### config.mk
export PLATFORM = sky130hd
export DESIGN_NAME = inst_loader
export DESIGN_NICKNAME = d
export VERILOG_FILES = /design/src/rtl/inst_loader.sv
export SDC_FILE = /design/constraint.sdc
export NUM_CORES = 1
export LEC_CHECK = 0
export ABC_AREA = 1
export CAP_MARGIN = 20
export CORE_ASPECT_RATIO = 0.5
export CORE_MARGIN = 8
export CORE_UTILIZATION = 30
export DETAILED_ROUTE_END_ITERATION = 16
export DONT_BUFFER_PORTS = 1
export GPL_TIMING_DRIVEN = 0
export PLACE_DENSITY = 0.41
export SLEW_MARGIN = 0
export SYNTH_ARGS = -nofsm -noshare
export SYNTH_HDL_FRONTEND = slang
export SYNTH_SLANG_ARGS = --single-unit
### constraint.sdc
create_clock -name clk -period 2.25 [get_ports clk]
set_input_delay 0.3375 -clock clk [delete_from_list [all_inputs] [get_ports clk]]
set_output_delay 0.3375 -clock clk [all_outputs]
set_load 0.03 [all_outputs]
### src/rtl/inst_loader.sv
// ---------------------------------------------------------------------------
// inst_loader
//
// Loads an instruction image from a byte stream into instruction memory.
// The stream carries a count byte N, then N instructions of three bytes
// each (little-endian, 24 bits).  Each instruction is truncated to INST_LEN
// bits and written to consecutive addresses starting at 0.  The core is
// held in reset (core_hold=1) until a load completes without error.
//
// Ports:
//   clk        - clock, all logic on the rising edge
//   rst        - synchronous active-high reset
//   start      - one-cycle pulse; begins a load from IDLE, DONE or ERR
//   in_valid   - byte-stream valid
//   in_data    - byte-stream data (8 bits)
//   in_ready   - loader accepts a byte this cycle
//   mem_w_en   - instruction-memory write strobe (one cycle per word)
//   mem_w_addr - write address (zero when mem_w_en=0)
//   mem_w_data - write data (zero when mem_w_en=0)
//   core_hold  - keeps the pipeline in reset while high
//   done       - load completed successfully
//   err        - load aborted (bad count or oversized word)
// ---------------------------------------------------------------------------
module inst_loader #(
  parameter int INST_LEN = 17,
  parameter int INST_CAP = 5
) (
  input  logic                clk,
  input  logic                rst,
  input  logic                start,
  input  logic                in_valid,
  input  logic [7:0]          in_data,
  output logic                in_ready,
  output logic                mem_w_en,
  output logic [INST_CAP-1:0] mem_w_addr,
  output logic [INST_LEN-1:0] mem_w_data,
  output logic                core_hold,
  output logic                done,
  output logic                err
);

  // One extra index bit so the index can reach 2^INST_CAP after the last
  // write without wrapping back to zero.
  localparam int IDX_W = INST_CAP + 1;
  localparam int DEPTH = 1 << INST_CAP;

  typedef enum logic [2:0] {
    IDLE, COUNT, B0, B1, B2, WRITE, DONE, ERR
  } state_t;

  state_t              state_reg, state_next;
  logic [IDX_W-1:0]    idx_reg, idx_next;
  logic [7:0]          count_reg, count_next;
  logic [7:0]          b0_reg, b0_next;
  logic [7:0]          b1_reg, b1_next;
  logic [INST_LEN-1:0] word_reg, word_next;

  logic [23:0]         word_full;
  logic                word_overflow;
  logic                count_bad;
  logic [IDX_W-1:0]    idx_inc;
  logic                more_words;

  // Complete little-endian word as it would be on the B2 acceptance cycle.
  assign word_full     = {in_data, b1_reg, b0_reg};
  assign word_overflow = (word_full >> INST_LEN) != 24'd0;
  assign count_bad     = (in_data == 8'd0) || (int'(in_data) > DEPTH);
  assign idx_inc       = idx_reg + {{(IDX_W-1){1'b0}}, 1'b1};
  assign more_words    = 32'(idx_inc) < 32'(count_reg);

  always_ff @(posedge clk) begin
    if (rst) begin
      state_reg <= IDLE;
      idx_reg   <= '0;
      count_reg <= '0;
      b0_reg    <= '0;
      b1_reg    <= '0;
      word_reg  <= '0;
    end else begin
      state_reg <= state_next;
      idx_reg   <= idx_next;
      count_reg <= count_next;
      b0_reg    <= b0_next;
      b1_reg    <= b1_next;
      word_reg  <= word_next;
    end
  end

  always_comb begin
    state_next = state_reg;
    idx_next   = idx_reg;
    count_next = count_reg;
    b0_next    = b0_reg;
    b1_next    = b1_reg;
    word_next  = word_reg;
    in_ready   = 1'b0;
    mem_w_en   = 1'b0;
    mem_w_addr = '0;
    mem_w_data = '0;
    core_hold  = 1'b1;
    done       = 1'b0;
    err        = 1'b0;

    case (state_reg)
      IDLE: begin
        if (start) state_next = COUNT;
      end
      COUNT: begin
        in_ready = 1'b1;
        if (in_valid) begin
          if (count_bad) begin
            state_next = ERR;
          end else begin
            count_next = in_data;
            idx_next   = '0;
            state_next = B0;
          end
        end
      end
      B0: begin
        in_ready = 1'b1;
        if (in_valid) begin
          b0_next    = in_data;
          state_next = B1;
        end
      end
      B1: begin
        in_ready = 1'b1;
        if (in_valid) begin
          b1_next    = in_data;
          state_next = B2;
        end
      end
      B2: begin
        in_ready = 1'b1;
        if (in_valid) begin
          if (word_overflow) begin
            state_next = ERR;
          end else begin
            word_next  = word_full[INST_LEN-1:0];
            state_next = WRITE;
          end
        end
      end
      WRITE: begin
        mem_w_en   = 1'b1;
        mem_w_addr = idx_reg[INST_CAP-1:0];
        mem_w_data = word_reg;
        idx_next   = idx_inc;
        state_next = more_words ? B0 : DONE;
      end
      DONE: begin
        done      = 1'b1;
        core_hold = 1'b0;
        if (start) state_next = COUNT;
      end
      ERR: begin
        err = 1'b1;
        if (start) state_next = COUNT;
      end
      default: state_next = IDLE;
    endcase
  end

endmodule
[Yosys cells after proc, flatten, opt, wreduce, memory -nomap -nowiden]
Cells that the tools add are included.
Operators by class
  add/subtract/negate cells: 1
  multipliers: 0
  div/mod/pow operators: 0
  magnitude comparators: 2
  equality and inequality tests: 13
  shifts and indexed selects: 0
  muxes and demuxes: 19
  bitwise logic cells: 2
  reductions and logical operators: 13
Operators with widths (number)
  nonzero test 24 bit: 1
  2-to-1 mux 3 bit: 7
  one-hot mux 3 bit (6 select lines): 1
  2-to-1 mux 17 bit: 1
  equality test 3 bit, second input constant: 4
  2-to-1 mux 6 bit: 2
  one-hot mux 6 bit (2 select lines): 1
  != test 2 bit, second input constant: 5
  AND reduction 3 bit: 3
  > comparator 8 x 6 -> 1 bit, second input constant: 1
  logical NOT 8 bit: 1
  less-than comparator 6 x 8 -> 1 bit: 1
  adder 6 x 1 -> 6 bit, second input constant: 1
  equality test 3 x 2 -> 1 bit, second input constant: 2
  2-to-1 mux 1 bit: 5
  2-to-1 mux 5 bit: 1
  AND reduction 5 bit: 1
  AND reduction 2 bit: 2
  OR reduction 4 bit: 1
  equality test 3 x 1 -> 1 bit, second input constant: 1
  logical NOT 3 bit: 1
  OR reduction 3 bit: 1
  2-to-1 mux 2 bit: 1
  != test 2 x 1 -> 1 bit, second input constant: 1
  other kinds (3): 4
Word-level totals
  register bits after elaboration: 50
  bits in latches: 0
  bits in writable memories: 0
  bits in read-only memories: 0
  bits of input ports: 12
  output and inout port bits: 27
  memories kept: 0

[Logic depth before layout (Yosys ltp)]
  word-level depth: 5
  mapped depth: 12
  depth with buffers taken out: 12

[Least setup slack after synthesis]
No wires, ideal clock.
  kind: flip-flop to output port
  from: register state_reg[2]
  to: output mem_w_addr[0]
  arrival time: 1.400 ns
  setup slack: 0.513 ns
  cell stages (with the launch flop): 7
  path buffers: 2
  cells stage by stage: dfxtp_1 -> nand2_1 -> inv_2 -> nand2_1 -> buf_2 -> buf_2 -> nor2_1
On the way
  word-level cells in the longest chain between the ends: 2
Ends and longest elaborated chain
  start, declared: line 51  | state_t state_reg, state_next;
  start signal, assigned: line 80  | state_reg <= state_next;
  equality test 3 bit: line 104  | case (state_reg)
  2-to-1 mux 5 bit: line 104
  end, declared: line 35  | output logic [INST_CAP-1:0] mem_w_addr,
No other way between the ends.

[Worst setup path in the final report]
  from: register state_reg[1]
  to: output mem_w_addr[2]
Same word-level chain as after synthesis.

==> report_table.html <==
<table>
<tr><th>Metric</th><th>Value</th></tr>
<tr><th colspan="2">Timing</th></tr>
<tr><td>Setup repair after global routing missed its margin</td><td>no</td></tr>
<tr><td>Final critical-path share of the clock period</td><td>91.4%</td></tr>
<tr><td>Final setup vio count</td><td>0</td></tr>
<tr><td>Largest clock skew in the final design</td><td>0.00439 ns</td></tr>
<tr><td>Number of hold violations in the final report</td><td>0</td></tr>
<tr><td>Achievable clock frequency</td><td>486 MHz</td></tr>
<tr><td>Worst Tran Pin Value</td><td>0.609 ns</td></tr>
<tr><td>Final Critical Period</td><td>2.06 ns</td></tr>
<tr><td>Relative slew slack</td><td>59.3%</td></tr>
<tr><td>Max-slew violation count</td><td>0</td></tr>
<tr><th colspan="2">Synthesis</th></tr>
<tr><td>Part of the Yosys area used for sequential elements</td><td>41.6%</td></tr>
<tr><td>Average cell area after synthesis</td><td>7.23 um^2</td></tr>
<tr><td>Synth Flop Type</td><td>sky130_fd_sc_hd__dfxtp_1</td></tr>
<tr><td>Instance count of the mapped netlist</td><td>333</td></tr>
<tr><td>Synth cell count leaders</td><td>sky130_fd_sc_hd__nor2_1 (58), sky130_fd_sc_hd__dfxtp_1 (50), sky130_fd_sc_hd__nand2_1 (46)</td></tr>
<tr><td>FFs w/ async S/R, synth</td><td>0%</td></tr>
<tr><td>Summed instance area of the synthesized netlist</td><td>2410 um^2</td></tr>
<tr><td>Cell variety after synth</td><td>26</td></tr>
<tr><td>Syn nets</td><td>351</td></tr>
<tr><td>Share of the synthesized area in the top cell type</td><td>41.6%</td></tr>
<tr><td>Cell type with the largest total area after synthesis</td><td>sky130_fd_sc_hd__dfxtp_1</td></tr>
<tr><td>Top area cells in the synthesized netlist</td><td>sky130_fd_sc_hd__dfxtp_1 (42%), sky130_fd_sc_hd__nor2_1 (9.0%), sky130_fd_sc_hd__a21oi_1 (8.1%)</td></tr>
<tr><td>Total of warnings raised by yosys</td><td>0</td></tr>
<tr><td>Most numerous cell in the Yosys netlist</td><td>sky130_fd_sc_hd__nor2_1</td></tr>
<tr><td>Post-synth EDFFs</td><td>0</td></tr>
<tr><td>Register bit total from synthesis</td><td>50</td></tr>
<tr><th colspan="2">Worst setup path</th></tr>
<tr><td>Kind of critical path</td><td>register to primary output</td></tr>
<tr><td>Startpoint types</td><td>register</td></tr>
<tr><td>Worst Path Max Fanout</td><td>10</td></tr>
<tr><td>Dominant delay contributor by cell family on the critical path</td><td>buffers and inverters</td></tr>
<tr><td>Kind of end point of the critical path</td><td>primary output</td></tr>
<tr><td>Arrival time of data at the critical path endpoint</td><td>1.72 ns</td></tr>
<tr><td>Critical-path cell list</td><td>inv_2, nand2_1, inv_2, nand2_1, buf_2, buf_6, nor2_4</td></tr>
<tr><td>Slowest library cell on the worst path</td><td>sky130_fd_sc_hd__dfxtp_1</td></tr>
<tr><td>Critical path data required time</td><td>1.91 ns</td></tr>
<tr><td>Critical path's largest stage delay</td><td>0.41 ns</td></tr>
<tr><td>Worst path buffer plus inverter count</td><td>4</td></tr>
<tr><td>Worst reg2reg path depth</td><td>10</td></tr>
<tr><td>Destination of the worst register-to-register timing path</td><td>state_reg[2]</td></tr>
<tr><td>Startpoint of the worst register-to-register path</td><td>idx_reg[2]</td></tr>
<tr><td>Worst setup startpoint</td><td>state_reg[1]</td></tr>
<tr><td>Reg-to-reg slack, setup</td><td>0.34 ns</td></tr>
<tr><th colspan="2">Floorplanning</th></tr>
<tr><td>FP Rows</td><td>23</td></tr>
<tr><td>Width of the chip</td><td>143 um</td></tr>
<tr><td>Num ports</td><td>39</td></tr>
<tr><td>Starting density of the core</td><td>30.5%</td></tr>
<tr><td>Die ar.</td><td>11300 um^2</td></tr>
<tr><td>Core footprint</td><td>7890 um^2</td></tr>
<tr><td>Die Y-Extent</td><td>79.3 um</td></tr>
<tr><th colspan="2">Pwr</th></tr>
<tr><td>Internal power of the cells</td><td>1.56 mW</td></tr>
<tr><td>Peak supply drop</td><td>0.281 mV</td></tr>
<tr><td>Relative contribution of sequential cells to total power</td><td>43.0%</td></tr>
<tr><td>NetSw</td><td>807 uW</td></tr>
<tr><td>Relative contribution of combinational cells to total power</td><td>23.9%</td></tr>
<tr><td>Overall Power</td><td>2.37 mW</td></tr>
<tr><td>Proportion of total power due to net switching</td><td>34.1%</td></tr>
<tr><td>Lkg Pwr</td><td>1.05 nW</td></tr>
<tr><td>Ratio of total power to cell area</td><td>826 nW/um^2</td></tr>
<tr><td>Clock power frac</td><td>33.1%</td></tr>
<tr><th colspan="2">Clock network</th></tr>
<tr><td>Post-CTS clock slew at the launch and capture registers of the worst setup and hold paths</td><td>0.07 ns</td></tr>
<tr><td># clock sinks</td><td>50</td></tr>
<tr><td>Clock latency on the worst-skew pair</td><td>0.29 ns</td></tr>
<tr><td>Max Root-Sink Buffers</td><td>2</td></tr>
<tr><td>Maximum level of the CTS H-tree</td><td>2</td></tr>
<tr><td>TritonCTS Buffers</td><td>5</td></tr>
<tr><td>CTS tree</td><td>yes</td></tr>
<tr><td># Post-CTS Setup Buffers</td><td>0</td></tr>
<tr><td>Root buffer selected by CTS</td><td>sky130_fd_sc_hd__clkbuf_16</td></tr>
<tr><th colspan="2">Finish</th></tr>
<tr><td>Antenna cell count</td><td>0</td></tr>
<tr><td>Final non-filler cell area</td><td>2870 um^2</td></tr>
<tr><td>Footprint of the multi-input gates</td><td>1280 um^2</td></tr>
<tr><td>Count of fill cells added during filler insertion</td><td>860</td></tr>
<tr><td>Area taken by flip-flops and latches</td><td>1000 um^2</td></tr>
<tr><td>Signed area change from the synthesized netlist to the final layout</td><td>19.1%</td></tr>
<tr><td>Share of layout cells above drive strength 1</td><td>18.2%</td></tr>
<tr><td>Flip-flop count of the largest register after layout</td><td>17</td></tr>
<tr><td>Final net count</td><td>358</td></tr>
<tr><th colspan="2">Status</th></tr>
<tr><td>Result of the run</td><td>finished, final reports clean</td></tr>
<tr><th colspan="2">Placed design</th></tr>
<tr><td>Buffers on Ports</td><td>0</td></tr>
<tr><td>Post-detailed-placement cell area</td><td>2550 um^2</td></tr>
<tr><td>Half-perimeter wire length of the detailed placement result</td><td>4.80 mm</td></tr>
<tr><td>RD Place Congestion</td><td>0.789</td></tr>
<tr><th colspan="2">GRT</th></tr>
<tr><td>Global-route wire length before repair</td><td>9.65 mm</td></tr>
<tr><td>Number of global-route vias before repair</td><td>1832</td></tr>
<tr><td>Initial antenna violation count</td><td>0</td></tr>
<tr><td>Global-route usage over all layers</td><td>11.1%</td></tr>
<tr><td>GRT overflow</td><td>0</td></tr>
<tr><td>Largest net degree at the start of global routing</td><td>17</td></tr>
<tr><th colspan="2">Detailed routing</th></tr>
<tr><td>Number of nets with antenna violations after detailed routing</td><td>0</td></tr>
<tr><td>Vias after detailed routing</td><td>2027</td></tr>
<tr><td>Post-detailed-route wirelength per cell</td><td>13.7 um</td></tr>
<tr><td>Detailed Routing Iterations Pass 1</td><td>4</td></tr>
<tr><td>Detail-routed via count per cell</td><td>4.47</td></tr>
<tr><td>Post-detailed-route DRC marker count</td><td>0</td></tr>
<tr><td>Violation count after the first detailed-routing iteration</td><td>77</td></tr>
<tr><td>Wire length after detailed routing</td><td>6.21 mm</td></tr>
<tr><th colspan="2">Hold path</th></tr>
<tr><td>Hold Path Sink</td><td>count_reg[4]</td></tr>
<tr><td>Worst hold path cell count</td><td>2</td></tr>
<tr><td>Launch instance of the worst min-delay path</td><td>in_data[4]</td></tr>
<tr><td>Path class of the lowest-slack min-delay path</td><td>input port to register</td></tr>
<tr><th colspan="2">Flow run</th></tr>
<tr><td>Max Cap Violations</td><td>0</td></tr>
</table>
worst register-to-register path, delay by kind of cell, from the launching register on:
family | cells | cell delay [ns]
AND/OR/NAND/NOR | 5 | 0.49
flip-flops | 1 | 0.42
AO/OA/AOI/OAI | 3 | 0.36
adder cells (fa/ha/maj) | 1 | 0.29
XOR/XNOR | 1 | 0.24
layout make-up:
cell class / count / share of cell area (%)
Inverter: 46 / 6.02
Multi-Input combinational cell: 223 / 44.8
Clock inverter: 2 / 0.611
Sequential cell: 50 / 35.0
Buffer: 14 / 3.88
Tap cell: 112 / 4.89
Clock buffer: 6 / 4.85
power groups by stage:
| stage | sequential, mW | clock, mW | combinational (mW) |
|---|---|---|---|
| 2_1_floorplan | 1.02 | 0 | 0.426 |
| 3_3_place_gp | 1.04 | 0 | 0.518 |
| 3_5_place_dp | 1.04 | 0 | 0.524 |
| 4_1_cts | 1.02 | 0.806 | 0.532 |
| 5_1_grt | 1.03 | 0.853 | 0.633 |
| 6_report | 1.02 | 0.785 | 0.566 |
routing by layer:
layer / vias to the layer above / track usage [%] / part of all wire [%]
li1: 1066 / - / -
met1: 917 / 15.2 / 53
met2: 40 / 16.3 / 42
met3: 4 / 3.77 / 4.9
met4: 0 / 2.84 / 0.47
met5: - / 0 / 0
per-stage QoR:
stage	util [%]	setup WS (ns)	setup TNS, ns	instances	hold WS, ns
2_1_floorplan	-	0.513	0	333	0.417
3_3_place_gp	32.3	0.205	0	445	0.426
3_5_place_dp	32.3	0.196	0	445	0.432
4_1_cts	34.6	-0.132	-1.14	453	0.183
5_1_grt	36.4	0.0555	0	453	0.183
6_report	36.4	0.194	0	453	0.191
what timing repair did:
| action | in CTS | in global routing |
|---|---|---|
| endpoints found under the setup margin | 20 | 21 |
| hold buffers | 0 | 0 |
| hold endpoints to repair | 0 | 0 |
| pin swaps | 0 | 2 |
| resized for setup | 10 | 37 |
kinds of logic (layout without fill, tap and decap cells):
logic type | after synthesis | after routing | share of synthesized area, %
XOR/XNOR | 4 | 4 | 1.46
flip-flops | 50 | 50 | 41.6
AO/OA/AOI/OAI | 74 | 74 | 16.1
AND/OR/NAND/NOR | 139 | 139 | 26.4
buffers and inverters | 60 | 68 | 11.3
adder cells (fa/ha/maj) | 6 | 6 | 3.12
how the worst max path moves through the flow:
stage                     end  cells after the start
6_report        mem_w_addr[2]                      7
5_1_grt         mem_w_addr[2]                      7
4_1_cts        mem_w_data[15]                      6
3_5_place_dp   mem_w_data[15]                      6
3_3_place_gp   mem_w_data[15]                      6
2_1_floorplan   mem_w_addr[0]                      6
cells in the final DEF (no fill, tap or decap), types with 2 or more instances in the layout:
master | netlist | final
sky130_fd_sc_hd__dfxtp_1 | 50 | 49
sky130_fd_sc_hd__nand2_1 | 46 | 46
sky130_fd_sc_hd__inv_1 | 41 | 41
sky130_fd_sc_hd__a21oi_1 | 39 | 39
sky130_fd_sc_hd__nor2_1 | 58 | 38
sky130_fd_sc_hd__nor2_4 | 3 | 23
sky130_fd_sc_hd__nand3_1 | 17 | 17
sky130_fd_sc_hd__o21ai_1 | 17 | 17
sky130_fd_sc_hd__o21ai_0 | 15 | 15
sky130_fd_sc_hd__nand2_2 | 8 | 8
sky130_fd_sc_hd__buf_6 | 5 | 7
sky130_fd_sc_hd__ha_1 | 6 | 6
sky130_fd_sc_hd__inv_2 | 5 | 5
sky130_fd_sc_hd__clkbuf_16 | 0 | 5
sky130_fd_sc_hd__clkbuf_1 | 4 | 4
sky130_fd_sc_hd__xor2_1 | 3 | 3
sky130_fd_sc_hd__buf_2 | 4 | 2
sky130_fd_sc_hd__nor2_2 | 2 | 2
sky130_fd_sc_hd__nand4_4 | 2 | 2
sky130_fd_sc_hd__clkinv_4 | 0 | 2
Note: power is estimated with default switching activity, not from simulation.
